--- config.mk ---
export PLATFORM = sky130hd
export DESIGN_NAME = instr_fetch_unit
export DESIGN_NICKNAME = d
export VERILOG_FILES = /design/src/rtl/instr_fetch_unit_pkg.sv /design/src/rtl/instr_fetch_unit_fetch_queue.sv /design/src/rtl/instr_fetch_unit.sv
export SDC_FILE = /design/constraint.sdc
export NUM_CORES = 1
export LEC_CHECK = 0
export BUFFER_PORTS_ARGS = -buffer_cell sky130_fd_sc_hd__clkbuf_2
export CELL_PAD_IN_SITES_DETAIL_PLACEMENT = 1
export CELL_PAD_IN_SITES_GLOBAL_PLACEMENT = 1
export CORE_MARGIN = 4
export CORE_UTILIZATION = 46
export CTS_CLUSTER_SIZE = 16
export DETAILED_ROUTE_END_ITERATION = 12
export GPL_TIMING_DRIVEN = 0
export PLACE_DENSITY = 0.88
export SYNTH_ARGS = -nofsm -noshare
export SYNTH_HDL_FRONTEND = slang
export SYNTH_SLANG_ARGS = --single-unit
--- constraint.sdc ---
create_clock -name clk -period 5.7 [get_ports clk]
set_clock_uncertainty 0.1 [all_clocks]
set_input_delay 1.71 -clock clk [delete_from_list [all_inputs] [get_ports clk]]
set_output_delay 1.71 -clock clk [all_outputs]
set_load 0.01 [all_outputs]
--- src/rtl/instr_fetch_unit_pkg.sv ---
// Constants shared by the fetch unit and the control-unit decoder.
// The opcode list defines which instruction classes the decoder understands.
package instr_fetch_unit_pkg;

   localparam int XLEN_DEF = 32;
   localparam int PC_INC   = 4;

   localparam logic [6:0] OPC_RTYPE  = 7'b0110011;
   localparam logic [6:0] OPC_LOAD   = 7'b0000011;
   localparam logic [6:0] OPC_STORE  = 7'b0100011;
   localparam logic [6:0] OPC_BRANCH = 7'b1100011;

   function automatic logic opc_illegal(input logic [6:0] opc);
      return !(opc == OPC_RTYPE || opc == OPC_LOAD || opc == OPC_STORE || opc == OPC_BRANCH);
   endfunction

endpackage

--- src/rtl/instr_fetch_unit_fetch_queue.sv ---
// Small synchronous FIFO used for both the fetch queue and the in-flight PC tag queue.
// The head entry is read straight out of the storage registers.
module fetch_queue #(
   parameter int DEPTH = 2,
   parameter int WIDTH = 65
) (
   input  logic                             clk,
   input  logic                             rst,
   input  logic                             push,
   input  logic                             pop,
   input  logic                             flush,
   input  logic [WIDTH-1:0]                 din,
   output logic [WIDTH-1:0]                 dout,
   output logic [$clog2(DEPTH+1)-1:0]       count,
   output logic                             full,
   output logic                             empty
);

   localparam int CW = $clog2(DEPTH + 1);
   localparam int AW = $clog2(DEPTH);

   logic [WIDTH-1:0] mem [DEPTH];
   logic [AW-1:0]    rd_ptr;
   logic [AW-1:0]    wr_ptr;
   logic             do_push;
   logic             do_pop;

   assign full    = (count == CW'(DEPTH));
   assign empty   = (count == '0);
   assign do_push = push && !full;
   assign do_pop  = pop && !empty;
   assign dout    = mem[rd_ptr];

   // Pointers wrap naturally because DEPTH is a power of two; flush wins over push/pop.
   always_ff @(posedge clk or posedge rst) begin
      if (rst) begin
         rd_ptr <= '0;
         wr_ptr <= '0;
         count  <= '0;
      end else if (flush) begin
         rd_ptr <= '0;
         wr_ptr <= '0;
         count  <= '0;
      end else begin
         if (do_push) wr_ptr <= wr_ptr + 1'b1;
         if (do_pop)  rd_ptr <= rd_ptr + 1'b1;
         count <= count + CW'(do_push) - CW'(do_pop);
      end
   end

   always_ff @(posedge clk) begin
      if (do_push && !flush) mem[wr_ptr] <= din;
   end

endmodule

--- src/rtl/instr_fetch_unit.sv ---
// Instruction fetch: owns the PC, issues in-order fetches and queues returned words for decode.
// Branch redirects flush queued words and turn in-flight responses into discards.
module instr_fetch_unit
   import instr_fetch_unit_pkg::*;
#(
   parameter int              XLEN     = XLEN_DEF,
   parameter logic [XLEN-1:0] RESET_PC = '0,
   parameter int              DEPTH    = 2
) (
   input  logic            clk,
   input  logic            rst,
   output logic            imem_req_valid,
   output logic [XLEN-1:0] imem_req_addr,
   input  logic            imem_req_ready,
   input  logic            imem_rsp_valid,
   input  logic [31:0]     imem_rsp_data,
   output logic            inst_valid,
   output logic [31:0]     inst,
   output logic [XLEN-1:0] inst_pc,
   output logic            inst_illegal,
   input  logic            inst_ready,
   input  logic            redirect_valid,
   input  logic [XLEN-1:0] redirect_pc
);

   localparam int              CW         = $clog2(DEPTH + 1);
   localparam int              QW         = XLEN + 33;
   localparam logic [XLEN-1:0] ALIGN_MASK = ~XLEN'(3);

   logic [XLEN-1:0] pc;
   logic [CW-1:0]   outstanding;
   logic [CW-1:0]   drop_cnt;
   logic [CW-1:0]   q_count;
   logic [CW-1:0]   tag_count;
   logic [CW+1:0]   in_use;
   logic            q_full, q_empty, tag_full, tag_empty;
   logic [QW-1:0]   q_din, q_dout;
   logic [XLEN-1:0] tag_pc;
   logic            req_fire, rsp_drop, rsp_keep, q_push, q_pop;

   // Every interface transfers on a cycle where valid and ready are both high; valid never
   // depends on ready, except that a redirect suppresses a new request in its own cycle.
   assign in_use         = (CW+2)'(outstanding) + (CW+2)'(drop_cnt) + (CW+2)'(q_count);
   assign imem_req_valid = !rst && !redirect_valid && (in_use < (CW+2)'(DEPTH));
   assign imem_req_addr  = pc;
   assign req_fire       = imem_req_valid && imem_req_ready;

   assign rsp_drop = imem_rsp_valid && (drop_cnt != '0);
   assign rsp_keep = imem_rsp_valid && (drop_cnt == '0) && (outstanding != '0);
   assign q_push   = rsp_keep && !redirect_valid && !q_full;
   assign q_pop    = inst_valid && inst_ready;
   assign q_din    = {opc_illegal(imem_rsp_data[6:0]), tag_pc, imem_rsp_data};

   fetch_queue #(.DEPTH(DEPTH), .WIDTH(XLEN)) u_tag_q (
      .clk   (clk),
      .rst   (rst),
      .push  (req_fire),
      .pop   (imem_rsp_valid),
      .flush (1'b0),
      .din   (pc),
      .dout  (tag_pc),
      .count (tag_count),
      .full  (tag_full),
      .empty (tag_empty)
   );

   fetch_queue #(.DEPTH(DEPTH), .WIDTH(QW)) u_fetch_q (
      .clk   (clk),
      .rst   (rst),
      .push  (q_push),
      .pop   (q_pop),
      .flush (redirect_valid),
      .din   (q_din),
      .dout  (q_dout),
      .count (q_count),
      .full  (q_full),
      .empty (q_empty)
   );

   // On redirect every still-unanswered request becomes a discard; a kept response
   // completing in the same cycle is no longer in flight, so it is not counted.
   always_ff @(posedge clk or posedge rst) begin
      if (rst) begin
         pc          <= RESET_PC;
         outstanding <= '0;
         drop_cnt    <= '0;
      end else if (redirect_valid) begin
         pc          <= redirect_pc & ALIGN_MASK;
         outstanding <= '0;
         drop_cnt    <= drop_cnt - CW'(rsp_drop) + outstanding - CW'(rsp_keep);
      end else begin
         if (req_fire) pc <= pc + XLEN'(PC_INC);
         outstanding <= outstanding + CW'(req_fire) - CW'(rsp_keep);
         drop_cnt    <= drop_cnt - CW'(rsp_drop);
      end
   end

   assign inst_valid   = !q_empty;
   assign inst         = q_empty ? '0 : q_dout[31:0];
   assign inst_pc      = q_empty ? '0 : q_dout[XLEN+31:32];
   assign inst_illegal = !q_empty && q_dout[QW-1];

   always @(posedge clk) begin
      if (!rst) begin
         assert (!(rsp_keep && q_full && !redirect_valid));
         assert (!(imem_rsp_valid && tag_empty));
         assert (!(req_fire && tag_full));
         assert (tag_count == outstanding + drop_cnt);
      end
   end

endmodule

Word level (Yosys, flattened, before mapping)
Memories as Yosys holds them, arrays and structs flattened. Cells that the tools add are included.

RAM bits: 194. Memories kept: 2. Register bits: 44. Output and inout port bits: 99. Word-level logic and storage cells: 82.

Memory list: u_fetch_q.mem (words 2, width 65, rd ports 1, clocked after memory_dff 0, write ports 1, line instr_fetch_unit_fetch_queue.sv:22) `logic [WIDTH-1:0] mem [DEPTH];`; u_tag_q.mem (words 2, width 32, rd ports 1, clocked after memory_dff 0, write ports 1, line instr_fetch_unit_fetch_queue.sv:22).

Magnitude comparators: 1. Reduce and logical (&&, ||, !) cells: 33. Mux-type cells: 15. Equality and inequality tests: 6. $add $sub $neg: 16.

Operators with widths (number): 32-bit two-way mux (4); 32-bit by 3-bit adder with 32-bit output (second input constant) (1); 1-bit logical AND (15); 7-bit by 6-bit equality test with 1-bit output (second input constant) (2); 2-bit nonzero test (5); 2-bit by 1-bit subtractor with 2-bit output (5); 1-bit two-way mux (8); 7-bit by 2-bit equality test with 1-bit output (second input constant) (1); 7-bit equality test (second input constant) (1); 1-bit zero test (7); 2-bit by 1-bit adder with 2-bit output (3); 2-bit zero test (3); 2-bit two-way mux (3); 1-bit adder (second input constant) (4); 3-bit by 2-bit adder with 4-bit output (1); 2-bit equality test (second input constant) (2); 4-bit by 2-bit less-than comparator with 1-bit output (second input constant) (1); 2-bit by 2-bit adder with 3-bit output (1); 1-bit logical OR (3); 2-bit adder (1).

Logic depth before layout (Yosys ltp)
Depth after elaboration: 9. Mapped depth: 13. Mapped depth without buffers: 11.

Hierarchy
From an unflattened synthesis, not the netlist that was laid out.

Cells, all modules: 685. Area total of the unflattened synthesis: 10442.5 µm².

Modules (own cells, without submodules): fetch_queue (u_fetch_q) (seq. area each 4003.8 µm², instances 1, cells an instance 226, area an instance 5103.6 µm²); fetch_queue (u_tag_q) (seq. area each 2021.9 µm², instances 1, cells an instance 124, area an instance 2686.3 µm²); instr_fetch_unit (seq. area each 850.8 µm², instances 1, cells an instance 335, area an instance 2652.5 µm²).

Worst setup path before layout
No wires, ideal clock.

Path kind: input to register. Start point: in imem_rsp_valid. End point: mem u_fetch_q.mem[0][0] (enable). Data arrival time: 5.264 ns. Stages: 4. Buffers on the path: 0. Data required time: 5.108 ns. Setup slack: -0.156 ns. Cells stage by stage: o2111a_1 a21boi_0 nor2b_1 nor2b_1.

Word-level cells in the longest chain between the ends: 8.

Ends and longest elaborated chain: start, declared (line instr_fetch_unit.sv:15) `input logic imem_rsp_valid,`; 1-bit logical AND (2 in series) (line instr_fetch_unit.sv:49) `assign rsp_keep = imem_rsp_valid && (drop_cnt == '0) && (outstanding != '0);`; 1-bit logical AND (2 in series) (line instr_fetch_unit.sv:50) `assign q_push = rsp_keep && !redirect_valid && !q_full;`; 1-bit logical AND (line instr_fetch_unit_fetch_queue.sv:30) `assign do_push = push && !full;`; 1-bit logical AND (line instr_fetch_unit_fetch_queue.sv:52) `if (do_push && !flush) mem[wr_ptr] <= din;`; 1-bit two-way mux (line instr_fetch_unit_fetch_queue.sv:52); 1-bit two-way mux (not written as such) (line instr_fetch_unit_fetch_queue.sv:52); end, declared (line instr_fetch_unit_fetch_queue.sv:22).

No other way between the ends.

Worst setup path after layout
Start point: in redirect_valid. End point: out imem_req_valid.

Word-level cells in the longest chain between the ends: 3.

Ends and longest elaborated chain: start, declared (line instr_fetch_unit.sv:22) `input logic redirect_valid,`; 1-bit zero test (line instr_fetch_unit.sv:44) `assign imem_req_valid = !rst && !redirect_valid && (in_use < (CW+2)'(DEPTH));`; 1-bit logical AND (2 in series) (line instr_fetch_unit.sv:44); end, declared (line instr_fetch_unit.sv:12) `output logic imem_req_valid,`.

No other way between the ends.

==> results by group <==
Run status
  • Status: finished, final reports clean

Placed design
  • Dpl ws: 0.2882 ns
  • Post-Place Cells: about 1100
  • Dpl hpwl: between 15 and 20 mm
  • Count of input and output buffers: roughly 160
  • GP Congestion: between 0.8 and 0.9

Route
  • Wire length per cell: between 20 and 25 um
  • Drt pass-1 iters: 4
  • Via count: 6189
  • DR vias/cell: 5.396
  • Drt total wl: about 24 mm
  • Initial DRC Count: roughly 470
  • Drt drc: 0
  • DRT antenna net count: 0

Pwr
  • PD cells: 430.4 mW/mm2
  • Psw: about 1.6 mW
  • Sw frac: 31.34%
  • Pint: between 3 and 4 mW
  • Peak supply drop: approximately 0.22 mV
  • Static leakage: around 4.3 nW
  • Combinational power share: between 20% and 30%
  • Seq pwr share: 42.3%
  • Proportion of power drawn by the clock network: between 30 and 40%

Timing
  • Final period utilization: between 90% and 100%
  • RSZ-0062 raised after global routing: false
  • Peak Freq: approximately 180 MHz
  • Slew Limit Fails: 0
  • # setup viols final: 0
  • Shortest period the worst path allows: around 5.4 ns
  • Worst-margin pin slew: ~0.96 ns
  • Post-route setup slack: 0.2840 ns
  • Slew margin rel.: a little over a third
  • Final Hold Viols: 0
  • Final hold slack: between 0.4 and 0.5 ns
  • Setup Total Neg Slack: 0 ns

Cells and area
  • Share of cells above drive strength 1: 27.71%
  • Final design utilization: 56.79%
  • Fill count: a little over 2000
  • Layout area overhead: 21.27%
  • ANT cells: 0
  • Fin cells: between 1000 and 1500
  • Final #Nets: 942
  • Commonest non-fill, non-tap cell in the layout: edfxtp_1
  • Most frequent cells in the layout: 186 x edfxtp_1, 162 x clkbuf_2, 85 x nor2_1, 64 x mux2i_1, 42 x dfrtp_1

Die
  • Die W: 151.8 um
  • Top Ports: between 150 and 200
  • Core area: a little over 0.02 mm2
  • Starting Density: between 40% and 50%
  • Die Footprint: between 0.02 and 0.025 mm2
  • Die H: 151.8 um
  • Cell Rows: 52

Synth
  • Async SR Flop Fraction: between 10% and 20%
  • Mapped Area: about 0.0095 mm2
  • Synth Flop Type: edfxtp_1
  • Synth warn: 0
  • Largest family of logic cells by synthesized area: multiplexers
  • XOR/XNOR Fraction of Synth Area: between 1.5 and 2%
  • Cell count after synthesis: 665
  • Post-Synth Simple-Gate Area: 9.555%
  • Synth Area in Adders: 1.658%
  • Synth top area cells: edfxtp_1 59%, dfrtp_1 11%, mux2i_1 6.7%
  • Area fraction in compound gates after synthesis: under 10%
  • Post-synth top area share: 58.75%
  • Post-synth cell types: 48
  • Post-synthesis mux area share: between 10% and 20%
  • Number of flops mapped to enable cells by yosys: 186
  • Post-synthesis sequential area ratio: between 60% and 70%
  • Leading area contributor after synthesis: edfxtp_1
  • Register bit count reported by yosys: 228
  • Avg Inst Size Synth: 14.30 um2

Global route
  • Initial antenna violation count: 0
  • Vias in the first global route: roughly 6700
  • Gr busiest metal: met2
  • Largest net degree at the start of global routing: 64
  • Met1 global-route usage: 26.42%
  • Gr usage total: 20.76%
  • First-pass GRT wire length: roughly 37 mm
  • Grt ovf: 0
  • Met2 usage: between 30 and 40%
  • Met3 Use GR: roughly 3.5%

CTS
  • CTS sink cnt: around 230
  • Root buffer cell: clkbuf_16
  • H-tree depth: 1
  • CTS tree: built
  • Clk slew on worst S/H paths: ~0.060 ns
  • Clock Latency Late Sink: about 0.50 ns
  • Hold-fix buffers, CTS: 0
  • Post-CTS Setup Bufs: 0
  • CTS max path bufs: 3
  • Cts bufs inserted: 24
  • CTS resizes: 0

Critical path
  • Critical path arrival: approximately 3.6 ns
  • Critical Path Fanout Max: 10
  • CP Class: in -> out
  • Crit start category: primary input
  • Reg2reg start: outstanding[1]
  • Crit end category: output port
  • CP Data Required Time: 3.89 ns
  • CP Launch Point: redirect_valid

Worst hold path
  • Tightest Hold Check Type: reg -> reg
  • Hold Crit Start: u_tag_q.count[1]

Flow run
  • Max-cap violations: 0
==> area by class of cell <==
type	instances	area [um2]	share of cell area, %
clock buffer	39	708.2	6.143
buffer	34	146.4	1.270
sequential	228	6636	57.56
inverter	19	71.32	0.6186
multi-input combinational	387	2683	23.27
timing repair buffer	166	898.4	7.792
clock inverter	4	47.55	0.4124
tap	270	337.8	2.930
==> through the flow <==
stage | total power [mW] | cell area [um2]
global placement | 3.435 | 10670
CTS | 5.018 | 11530
finish | 4.962 | 11530
detailed placement | 3.517 | 10770
global route | 5.236 | 11530
floorplan | 2.954 | 9520
==> path summary, 6_finish.rpt <==
check                      cells after the start  slack, ns                  to
min in group asynchronous                      2       1.17   imem_req_addr[18]
setup / recovery                               6       0.28      imem_req_valid
hold / removal                                 1       0.44    u_tag_q.count[1]
hold reg to reg                                1       0.44    u_tag_q.count[1]
setup reg to reg                              10       2.17   u_tag_q.mem[1][7]
max in group asynchronous                      3       3.81  u_fetch_q.count[0]
==> cells by family after synthesis <==
family,after synthesis
DFF,228
and+or+nand+nor,193
muxes,94
AOI/OAI and AO/OA,67
buffers and inverters,53
xor gates and xnor gates,17
adders and majority gates,12
other,1
==> worst max-delay path, cell delays in order <==
cell and delay (ns):
clkbuf_2 0.09, clkbuf_1 0.50, clkbuf_1 0.48, buf_1 0.49, nor4_1 0.15, clkbuf_2 0.16
==> flip-flops by register name, summed over array words and instances, names as in the netlist <==
register	flops
drop_cnt	2
imem_req_addr	30
outstanding	2
u_fetch_q.count	2
u_fetch_q.mem	126
u_fetch_q.rd_ptr	1
u_fetch_q.wr_ptr	1
u_tag_q.count	2
u_tag_q.mem	60
u_tag_q.rd_ptr	1
u_tag_q.wr_ptr	1
==> power groups by stage <==
stage	clock network (mW)	registers (mW)	logic (mW)
finish	1.49	2.10	1.37
global route	1.60	2.12	1.52
CTS	1.52	2.10	1.40
detailed placement	0	2.13	1.39
global placement	0	2.12	1.32
floorplan	0	2.10	0.854
==> metal layers <==
| layer | vias up | part of all wire [%] |
|---|---|---|
| met2 | 222 | 51 |
| li1 | 2853 | - |
| met4 | 0 | 2.4 |
| met3 | 42 | 7.0 |
| met5 | - | 0 |
| met1 | 3072 | 40 |
==> Yosys cell counts (11+ instances only) <==
cell type and instances:
clkbuf_1 20, ha_1 11, xnor2_1 11, nand4_1 13
mux2i_1 64, o21ai_0 27, nor2_1 86, nand3_1 17
nor2b_1 13, mux2_2 30, dfrtp_1 42, edfxtp_1 186
nand2_1 37, inv_1 19
No activity file was read; power rests on OpenSTA's default activity.
